`src/rtl/mem_access_initiator.sv`:
```
// Request-side controller for the 32x32 single-port memory: valid/ready command in, one response out per command.
// Optional transaction counters (Wr_Count/Rd_Count/Err_Count) are built when MEM_INIT_TXN_COUNT_EN is defined.
module mem_access_initiator #(
    parameter int Data_Width    = 32,
    parameter int Address_Width = 5,
    parameter int Timeout_Cyc   = 8
) (
    input  logic                     CLK,
    input  logic                     Rst_n,
    input  logic                     Req_Valid,
    output logic                     Req_Ready,
    input  logic                     Req_Write,
    input  logic [Address_Width-1:0] Req_Addr,
    input  logic [Data_Width-1:0]    Req_Wdata,
    output logic                     Rsp_Valid,
    input  logic                     Rsp_Ready,
    output logic                     Rsp_Write,
    output logic [Data_Width-1:0]    Rsp_Rdata,
    output logic                     Rsp_Err,
    output logic                     Mem_Wr_En,
    output logic                     Mem_Rd_En,
    output logic [Address_Width-1:0] Mem_Address,
    output logic [Data_Width-1:0]    Mem_Data_in,
    input  logic [Data_Width-1:0]    Mem_Data_out,
    input  logic                     Mem_Valid_out
`ifdef MEM_INIT_TXN_COUNT_EN
    ,
    output logic [15:0]              Wr_Count,
    output logic [15:0]              Rd_Count,
    output logic [15:0]              Err_Count
`endif
);

    typedef enum logic [2:0] {
        IDLE    = 3'd0,
        WRITE   = 3'd1,
        READ    = 3'd2,
        WAIT_RD = 3'd3,
        RESP    = 3'd4
    } state_t;

    localparam logic [7:0] WD_LAST = 8'(Timeout_Cyc - 1);

    state_t                   state_q, state_d;
    logic                     req_ready_q, req_ready_d;
    logic                     rsp_valid_q, rsp_valid_d;
    logic                     rsp_write_q, rsp_write_d;
    logic [Data_Width-1:0]    rsp_rdata_q, rsp_rdata_d;
    logic                     rsp_err_q, rsp_err_d;
    logic                     mem_wr_en_q, mem_wr_en_d;
    logic                     mem_rd_en_q, mem_rd_en_d;
    logic [Address_Width-1:0] mem_address_q, mem_address_d;
    logic [Data_Width-1:0]    mem_data_in_q, mem_data_in_d;
    logic [7:0]               wd_cnt_q, wd_cnt_d;

    // Next-state and next-output logic; every output is the registered image of its _d value.
    always_comb begin
        state_d       = state_q;
        req_ready_d   = 1'b0;
        rsp_valid_d   = 1'b0;
        rsp_write_d   = rsp_write_q;
        rsp_rdata_d   = rsp_rdata_q;
        rsp_err_d     = rsp_err_q;
        mem_wr_en_d   = 1'b0;
        mem_rd_en_d   = 1'b0;
        mem_address_d = mem_address_q;
        mem_data_in_d = mem_data_in_q;
        wd_cnt_d      = wd_cnt_q;
        case (state_q)
            IDLE: begin
                // Ready is only honoured once its register is up, so nothing is taken in the cycle after reset.
                if (Req_Valid && req_ready_q) begin
                    mem_address_d = Req_Addr;
                    if (Req_Write) begin
                        state_d       = WRITE;
                        mem_data_in_d = Req_Wdata;
                        mem_wr_en_d   = 1'b1;
                    end else begin
                        state_d     = READ;
                        mem_rd_en_d = 1'b1;
                    end
                end else begin
                    req_ready_d = 1'b1;
                end
            end
            WRITE: begin
                state_d     = RESP;
                rsp_valid_d = 1'b1;
                rsp_write_d = 1'b1;
                rsp_rdata_d = '0;
                rsp_err_d   = 1'b0;
            end
            READ: begin
                state_d  = WAIT_RD;
                wd_cnt_d = 8'd0;
            end
            WAIT_RD: begin
                if (Mem_Valid_out) begin
                    state_d     = RESP;
                    rsp_valid_d = 1'b1;
                    rsp_write_d = 1'b0;
                    rsp_rdata_d = Mem_Data_out;
                    rsp_err_d   = 1'b0;
                end else if (wd_cnt_q == WD_LAST) begin
                    state_d     = RESP;
                    rsp_valid_d = 1'b1;
                    rsp_write_d = 1'b0;
                    rsp_rdata_d = '0;
                    rsp_err_d   = 1'b1;
                end else begin
                    wd_cnt_d = wd_cnt_q + 8'd1;
                end
            end
            RESP: begin
                if (Rsp_Ready) begin
                    state_d     = IDLE;
                    req_ready_d = 1'b1;
                end else begin
                    rsp_valid_d = 1'b1;
                end
            end
            default: begin
                state_d = IDLE;
            end
        endcase
    end

    // State and output registers, cleared asynchronously.
    always_ff @(posedge CLK or negedge Rst_n) begin
        if (!Rst_n) begin
            state_q       <= IDLE;
            req_ready_q   <= 1'b0;
            rsp_valid_q   <= 1'b0;
            rsp_write_q   <= 1'b0;
            rsp_rdata_q   <= '0;
            rsp_err_q     <= 1'b0;
            mem_wr_en_q   <= 1'b0;
            mem_rd_en_q   <= 1'b0;
            mem_address_q <= '0;
            mem_data_in_q <= '0;
            wd_cnt_q      <= 8'd0;
        end else begin
            state_q       <= state_d;
            req_ready_q   <= req_ready_d;
            rsp_valid_q   <= rsp_valid_d;
            rsp_write_q   <= rsp_write_d;
            rsp_rdata_q   <= rsp_rdata_d;
            rsp_err_q     <= rsp_err_d;
            mem_wr_en_q   <= mem_wr_en_d;
            mem_rd_en_q   <= mem_rd_en_d;
            mem_address_q <= mem_address_d;
            mem_data_in_q <= mem_data_in_d;
            wd_cnt_q      <= wd_cnt_d;
        end
    end

    assign Req_Ready   = req_ready_q;
    assign Rsp_Valid   = rsp_valid_q;
    assign Rsp_Write   = rsp_write_q;
    assign Rsp_Rdata   = rsp_rdata_q;
    assign Rsp_Err     = rsp_err_q;
    assign Mem_Wr_En   = mem_wr_en_q;
    assign Mem_Rd_En   = mem_rd_en_q;
    assign Mem_Address = mem_address_q;
    assign Mem_Data_in = mem_data_in_q;

`ifdef MEM_INIT_TXN_COUNT_EN
    function automatic logic [15:0] sat_inc(input logic [15:0] v);
        return (v == 16'hFFFF) ? v : v + 16'd1;
    endfunction

    logic [15:0] wr_count_q, wr_count_d;
    logic [15:0] rd_count_q, rd_count_d;
    logic [15:0] err_count_q, err_count_d;

    // Per-category counters bump on the response handshake; a timeout counts as an error only.
    always_comb begin
        wr_count_d  = wr_count_q;
        rd_count_d  = rd_count_q;
        err_count_d = err_count_q;
        if (state_q == RESP && rsp_valid_q && Rsp_Ready) begin
            if (rsp_err_q) begin
                err_count_d = sat_inc(err_count_q);
            end else if (rsp_write_q) begin
                wr_count_d = sat_inc(wr_count_q);
            end else begin
                rd_count_d = sat_inc(rd_count_q);
            end
        end else begin
            err_count_d = err_count_q;
        end
    end

    // Counter registers.
    always_ff @(posedge CLK or negedge Rst_n) begin
        if (!Rst_n) begin
            wr_count_q  <= 16'd0;
            rd_count_q  <= 16'd0;
            err_count_q <= 16'd0;
        end else begin
            wr_count_q  <= wr_count_d;
            rd_count_q  <= rd_count_d;
            err_count_q <= err_count_d;
        end
    end

    assign Wr_Count  = wr_count_q;
    assign Rd_Count  = rd_count_q;
    assign Err_Count = err_count_q;
`endif

endmodule

```
`config.mk`:
```
export PLATFORM = sky130hd
export DESIGN_NAME = mem_access_initiator
export DESIGN_NICKNAME = d
export VERILOG_FILES = /design/src/rtl/mem_access_initiator.sv
export SDC_FILE = /design/constraint.sdc
export NUM_CORES = 1
export LEC_CHECK = 0
export CAP_MARGIN = 15
export CORE_MARGIN = 2
export CORE_UTILIZATION = 35
export DETAILED_ROUTE_END_ITERATION = 8
export DONT_BUFFER_PORTS = 1
export SLEW_MARGIN = 10
export SYNTH_ARGS = -nofsm -noshare
export SYNTH_HDL_FRONTEND = slang
export SYNTH_SLANG_ARGS = --single-unit
```
`constraint.sdc`:
```
create_clock -name CLK -period 2.3 [get_ports CLK]
set_input_delay 0.575 -clock CLK [delete_from_list [all_inputs] [get_ports CLK]]
set_output_delay 0.575 -clock CLK [all_outputs]
set_load 0.02 [all_outputs]
```
==> results of run 1 <==
metrics by stage:
step           cells  setup WS, ns  utilization (%)  power (uW)  area [um2]
2_1_floorplan    233         0.581                -        4040        3450
3_3_place_gp     355         0.488             36.7        4230        3550
3_5_place_dp     355         0.454             36.7        4260        3550
4_1_cts          371         0.451             38.8        5360        3750
5_1_grt          371         0.370             38.8        5610        3750
6_report         371         0.466             38.8        5300        3750
per-layer routing:
metal,wire [um],vias to the layer above,share of wire [%],GRT usage [%]
met5,0,-,0,0
met4,184,0,2.8,8.00
met3,405,14,6.2,3.90
li1,-,851,-,-
met2,3190,74,49,17.3
met1,2730,951,42,15.2
Yosys cell counts (2+ instances only):
master / n / share of area, %
sky130_fd_sc_hd__nand4bb_1: 2 / 0.65
sky130_fd_sc_hd__inv_1: 6 / 0.65
sky130_fd_sc_hd__nor2_1: 6 / 0.65
sky130_fd_sc_hd__clkbuf_1: 2 / 0.22
sky130_fd_sc_hd__o211ai_1: 2 / 0.43
sky130_fd_sc_hd__nor3_1: 2 / 0.29
sky130_fd_sc_hd__and3_1: 2 / 0.36
sky130_fd_sc_hd__nor2b_1: 2 / 0.36
sky130_fd_sc_hd__or3_1: 2 / 0.36
sky130_fd_sc_hd__buf_6: 4 / 1.3
sky130_fd_sc_hd__nand3_1: 4 / 0.58
sky130_fd_sc_hd__dfrtp_1: 86 / 62
sky130_fd_sc_hd__o21ai_0: 4 / 0.58
sky130_fd_sc_hd__a31oi_1: 2 / 0.36
sky130_fd_sc_hd__mux2_4: 29 / 13
sky130_fd_sc_hd__nand2_1: 7 / 0.76
sky130_fd_sc_hd__o31ai_1: 2 / 0.43
sky130_fd_sc_hd__xnor2_1: 2 / 0.51
sky130_fd_sc_hd__mux2_2: 8 / 2.6
sky130_fd_sc_hd__a22o_1: 33 / 8.4
sky130_fd_sc_hd__a21oi_1: 5 / 0.72
sky130_fd_sc_hd__o41ai_1: 2 / 0.51
sky130_fd_sc_hd__buf_2: 8 / 1.2
cell families (layout without fill, tap and decap cells):
| group | count (synthesis) | in the layout | synth area share (%) |
|---|---|---|---|
| flip-flops | 86 | 86 | 62.3 |
| adder cells (fa/ha/maj) | 1 | 1 | 0.362 |
| buffers and inverters | 20 | 25 | 3.33 |
| multiplexers | 37 | 37 | 15.2 |
| AND/OR/NAND/NOR | 33 | 33 | 5.91 |
| XOR/XNOR | 3 | 3 | 0.761 |
| AO/OA/AOI/OAI | 53 | 53 | 12.1 |
sequential cells by signal, summed over array words and instances, names as in the netlist:
name,count
Rsp_Write,1
Rsp_Err,1
Req_Ready,1
Mem_Data_in,32
wd_cnt_q,8
Mem_Wr_En,1
Mem_Rd_En,1
Rsp_Valid,1
Rsp_Rdata,32
Mem_Address,5
state_q,3
worst max path at each step:
stage | start | endpoint
floorplan | Req_Valid | Mem_Data_in[0]$_DFFE_PN0P_
global placement | Req_Valid | Mem_Data_in[10]$_DFFE_PN0P_
detailed placement | Req_Valid | Mem_Data_in[13]$_DFFE_PN0P_
CTS | state_q[1]$_DFFE_PN0P_ | Mem_Data_in[13]$_DFFE_PN0P_
global route | state_q[1]$_DFFE_PN0P_ | Mem_Data_in[15]$_DFFE_PN0P_
finish | state_q[1]$_DFFE_PN0P_ | Mem_Data_in[13]$_DFFE_PN0P_
final cells by class:
cell class	count	share of cell area, %
multi-input cells	127	31.7
clock buffers	9	3.30
inverters	6	0.600
repair buffers	3	0.600
flip-flops and latches	86	57.3
clock inverters	7	2.10
well taps	133	4.43
power by group through the flow:
stage          combinational, uW  sequential, uW  clock (uW)
6_report                    1040            3180        1090
5_1_grt                     1150            3270        1200
4_1_cts                     1050            3190        1120
3_5_place_dp                1060            3210           0
3_3_place_gp                1010            3220           0
2_1_floorplan               1010            3030           0
==> results summary, run 1 <==
The vertical die dimension is roughly 100 um. The overall routed net length came out at roughly 6500 um. The combinational power share came out at a little under 20%. The die footprint came out at approximately 11000 um2. The post-CTS setup repair buffer count is 0. The critical path goes through nor4_4 > nand2_4 > mux2_4. The maximum VDD drop is between 0.0006 and 0.0007 V.

In the final layout, the multi-input gates occupy around 1200 um2. The first TritonRoute pass finished after 4 iterations. The post-synthesis sequential area ratio came out at about 62%. The number of antenna violations at the first check in global routing came out at 0. The leakage component of the power came out at between 0.0015 and 0.002 uW. The number of cells on the worst reg-to-reg path is 3. The sort of element at the start of the critical path is a flip-flop. The minimum hold slack came out at -0.109 ns.

Derived from the worst setup path, the maximum achievable clock frequency is around 550 MHz. The number of DRC violations after detailed-routing iteration 0 came out at between 80 and 90. The worst-skew pair later-pin latency is about 0.36 ns.

The internal power is around 3300 uW. The required time at the endpoint of the critical path is between 2 and 3 ns. The run finished, with violations left.

The total power divided by cell area is 1410 nW/um2. Entering global routing, the biggest net connects 87 pins. The residual antenna-violating net count after detailed routing is 0. The number of fill cells in the layout came out at just over 900.

The number of sinks on the clock net is 86. The number of max-cap violations is 0. Subtracting the final worst setup slack from the clock period gives about 1.8 ns. The count of buffers from port buffering is 0. Setup repair after global routing left no endpoint under its margin. The relative contribution of the clock network to total power is approximately a fifth. The global-route usage over all layers is between 10% and 20%.

The most used flip-flop cell after synthesis is sky130_fd_sc_hd__dfrtp_1. The final number of max-transition violations came out at 0. The sequential group share of total power came out at between 50% and 60%. The placeable core area is just under 10000 um2. For this design, the slowest cell found on the critical path is sky130_fd_sc_hd__dfrtp_1. The element type at the critical path end is a flip-flop.

The number of standard cells after synthesis came out at 233. Dividing the final minimum period by the clock period gives approximately 80%. The number of CTS-inserted buffers is 9. The clock tree buffer depth is 2. The detailed-route DRC error count is 0.

In this run the critical register-to-register path is captured at Mem_Data_in[13]$_DFFE_PN0P_. The initial cell density of the core came out at around 36%. The width of the die came out at slightly above 100 um. TritonCTS built the clock tree. The synthesized design contains 86 register bits. The count of distinct cell types in the synthesized netlist is 34.

The fraction of power spent switching nets is about two fifths. The global route total overflow is 0. Together, buffers and inverters on the worst path number 0.

The standard-cell row count came out at 36. The routed wire length per instance came out at 17.5 um. Of all nets on the critical path, the largest fanout is 33. The number of global-route vias before repair came out at ~1.8k.

The count of boundary I/O pins came out at 150. The highest cell delay on the worst timing path came out at 0.50 ns. The startpoint identified for the worst register-to-register timing path is state_q[1]$_DFFE_PN0P_. The number of synthesized flops with an enable pin is 0.

The clock-pin transition on the worst setup and hold timing paths is roughly 0.1 ns. Leaving out fill and tap cells, the most frequent cells in the layout are sky130_fd_sc_hd__dfrtp_1 (86), sky130_fd_sc_hd__a22o_1 (33), sky130_fd_sc_hd__mux2_4 (29). The mapped cell area came out at about 3500 um2. The path type of the worst setup path is flip-flop to flip-flop. The total net switching power is 2050 uW. The mean area per synthesized cell came out at roughly 15 um2. The H-tree generated during clock tree synthesis spans 3 levels. The worst setup slack for register-to-register paths came out at between 0.4 and 0.5 ns. The total number of nets in the final design is a little over 300. The most common library cell in the layout ignoring fill and taps is sky130_fd_sc_hd__dfrtp_1. The final-report hold violation count came to 86. The count of inserted antenna diode cells came out at 0. The clock tree root driver cell is sky130_fd_sc_hd__clkbuf_8. The final route contains roughly 1.9k vias. At the worst endpoint, the arrival time is approximately 2.1 ns. The routed via count divided by cell count is between 5 and 6.

The aggregate negative setup slack is 0 ns. After clock tree synthesis, the repair step resized 0 gates. The number of logic stages on the critical path including buffering came out at 3. The async set-or-reset flop fraction in the synthesized netlist is between 90% and 100%.

Registers take between 2000 and 2500 um2. Setup violations remaining at the end of the flow were counted as 0. During synthesis, Yosys emitted a total of 0 warnings. The layout cell share with drive strength beyond 1 is around 26%. The cell family contributing the most delay on the critical path is simple AND/OR/NAND/NOR gates. At the pin with the least slew margin, the transition time is slightly above 0.6 ns. The synthesis-to-finish area growth is 8.77%.

The setup skew after layout is about 0.014 ns. The first-pass GRT wire length came out at about 9500 um. Once detailed placement completed, the half-perimeter wirelength came to about 4400 um. Headroom to the max-slew limit came out at 58.8%. The checks that failed: negative hold slack. The tightest min-delay check is of the primary input to asynchronous set/reset pin type. The post-synth net total is ~310. The global placement routability congestion came out at ~0.74.
Note: power is estimated with default switching activity, not from simulation.
==> run 2, diff against run 1 <==
==> constraint.sdc (replaced) <==
create_clock -name CLK -period 1.72 [get_ports CLK]
set_input_delay 0.43 -clock CLK [delete_from_list [all_inputs] [get_ports CLK]]
set_output_delay 0.43 -clock CLK [all_outputs]
set_load 0.02 [all_outputs]
==> run 2 against run 1 <==
Against the previous run: the flow still finishes with violations (negative hold slack); fmax is 16% higher; total power is 34% higher; sequential cell count stayed put; critical path depth is 3 higher; clock skew is 0.00090 ns higher; first-iteration DRC count is 32% lower; die area stayed put; critical path type unchanged.
==> results summary, run 2 (same netlist as run 1, synthesis figures left out) <==
Compared with the post-synthesis result, the final layout area differs by 11.7%. Global routing finished with a remaining overflow of 0. TritonCTS built the clock tree. The via total after detailed routing came out at about 1.9k. The worst register-to-register path begins at wd_cnt_q[0]$_DFFE_PN0P_.

The total number of nets in the final design came out at 320. The highest clock rate came out at 633 MHz. The path type of the worst setup path is flip-flop to flip-flop. The required time at the endpoint of the critical path came out at between 1.5 and 2 ns.

Entering global routing, the biggest net connects 87 pins. The die covers around 11000 um2. The minimum hold slack is -0.247 ns. The number of global-route vias before repair came to 1950. The overall routed net length is 6630 um.

The highest layer touched by signal routing is met4. Data arrives at the worst endpoint at 1.82 ns. The number of antenna violations at the first check in global routing is 0. Leaving out fill and tap cells, the most frequent cell in the layout is sky130_fd_sc_hd__dfrtp_1. The vertical die dimension is 103 um.

The number of antenna diodes in the final layout is 0. The total power divided by cell area is 1840 nW/um2. The library cells used most frequently in the layout, excluding fill and tap cells, are sky130_fd_sc_hd__dfrtp_1 (86), sky130_fd_sc_hd__a22o_1 (33), sky130_fd_sc_hd__mux2_4 (29). The worst-skew pair later-pin latency is between 0.3 and 0.4 ns. The final number of max-transition violations is 0.

STA classifies the critical path endpoint as a flip-flop. The final design utilization came out at about two fifths. The tree is rooted in a sky130_fd_sc_hd__clkbuf_8.

Setup repair after global routing left no endpoint under its margin. The residual antenna-violating net count after detailed routing is 0. The number of fill cells in the layout is 930.

The routed via count divided by cell count came out at 4.99. The detailed-route DRC error count is 0. The tightest min-delay check is of the primary input to asynchronous set/reset pin type.

In this run the tool buffered the top-level ports with 0 buffer cells. The first routing iteration left 58 violations. The final period utilization came out at 91.8%.

The run finished, with violations left. The minimum setup slack after placement is approximately 0.11 ns. The routed length on met2 is between 3000 and 4000 um.

The first-pass GRT wire length came out at between 10000 and 15000 um. The count of boundary I/O pins came out at 150. The routed wire length per instance is around 17 um. The number of max-cap violations is 0. The HPWL after detailed placement is about 4700 um. The standard-cell row count is 36. The clock tree buffer depth came out at 2. The region available for standard cell placement spans around 9700 um2. IR analysis of the VDD net gives a maximum drop of 0.000680 V.

The initial cell density of the core came out at a little over a third. After layout, the design draws a total of 7080 uW. Global routing used between 10% and 20% of the available tracks. The global placement routability congestion came out at approximately 0.74. The clock-pin transition on the worst setup and hold timing paths came out at around 0.10 ns.

Setup total negative slack on the finished layout was measured at 0 ns. The worst setup path is launched from a flip-flop. The number of detailed-routing iterations run before antenna repair came out at 4.

The checks that failed: negative hold slack. The final critical delay including setup and external delays came out at 1.58 ns. The length of routed wiring on met1 is 2810 um. In this run, CTS created clock tree buffers numbering 9. Setup violations remaining at the end of the flow were counted as 0. The most critical setup path has its startpoint at wd_cnt_q[0]$_DFFE_PN0P_.

The worst setup slack for register-to-register paths came out at between 0.1 and 0.15 ns. For this design the static power due to leakage is 0.00185 uW. The pin slew with the least headroom to its limit came out at between 0.3 and 0.4 ns. The total number of H-tree levels is 3. The width of the die came out at ~100 um. Clock skew on the completed layout was measured at 0.0149 ns.

In this run the worst path has a maximum fanout of 32. Of the cells placed in the final design, the portion with a size suffix greater than 1 is between 20% and 30%. Detailed routing placed a total of ~400 um of wire on met3.

The worst pin sits at a relative slew slack of between 70% and 80%. The number of sinks on the clock net is 86. The number of cells on the worst reg-to-reg path is 6.

The final-report hold violation count came to 86. Setup slack on the critical path of the routed design comes to around 0.14 ns.
run 2: cell types whose count changed in the layout (fill, tap and decap cells not counted), moves of 2 or more:
cell / change
sky130_fd_sc_hd__buf_12: +3
sky130_fd_sc_hd__inv_6: -2
sky130_fd_sc_hd__buf_4: +8
sky130_fd_sc_hd__clkinvlp_4: +2
run 2: through the flow:
step                std cells  area, um2
floorplan                 233       3450
CTS                       381       3850
finish                    381       3860
global route              381       3860
detailed placement        366       3670
global placement          366       3670
run 2: final timing paths:
path | to
max | Rsp_Rdata[8]$_DFFE_PN0P_
min | Mem_Data_in[7]$_DFFE_PN0P_
max reg2reg | Rsp_Rdata[8]$_DFFE_PN0P_
min reg2reg | wd_cnt_q[0]$_DFFE_PN0P_
max in group asynchronous | Rsp_Rdata[10]$_DFFE_PN0P_
min in group CLK | Mem_Rd_En$_DFF_PN0_
run 2: area by class of cell:
type	count	area, um2	area share (%)
clock inverters	5	43.8	1.14
multi-input cells	127	1190	30.9
clock buffers	10	138	3.57
inverters	6	22.5	0.584
well taps	133	166	4.32
repair buffers	14	143	3.70
flip-flops and latches	86	2150	55.8
run 2: timing repair:
| action | in CTS | in global routing |
|---|---|---|
| hold endpoints to repair | 86 | 86 |
| endpoints found under the setup margin | 0 | 24 |
| resized for setup | 0 | 1 |
| setup buffers | 0 | 0 |
run 2: where the power goes:
group	leakage [uW]	total, uW	internal (uW)	switching (uW)
sequential	0.00111	4200	2760	1440
combinational	0.000647	1580	1010	565
clock	0.0000869	1310	574	737
run 2: layer usage:
metal / up-vias / GRT usage [%]
met3: 10 / 3.23
met4: 0 / 5.77
met1: 950 / 17.4
met5: - / 0
met2: 67 / 18.8
li1: 876 / -
run 2: critical path, stage by stage, from the launching register on:
cell and delay, ns:
sky130_fd_sc_hd__dfrtp_1 0.40, sky130_fd_sc_hd__ha_1 0.20, sky130_fd_sc_hd__nand4bb_1 0.16, sky130_fd_sc_hd__nor2_2 0.18
sky130_fd_sc_hd__o21ai_2 0.11, sky130_fd_sc_hd__buf_12 0.18, sky130_fd_sc_hd__a22o_1 0.24
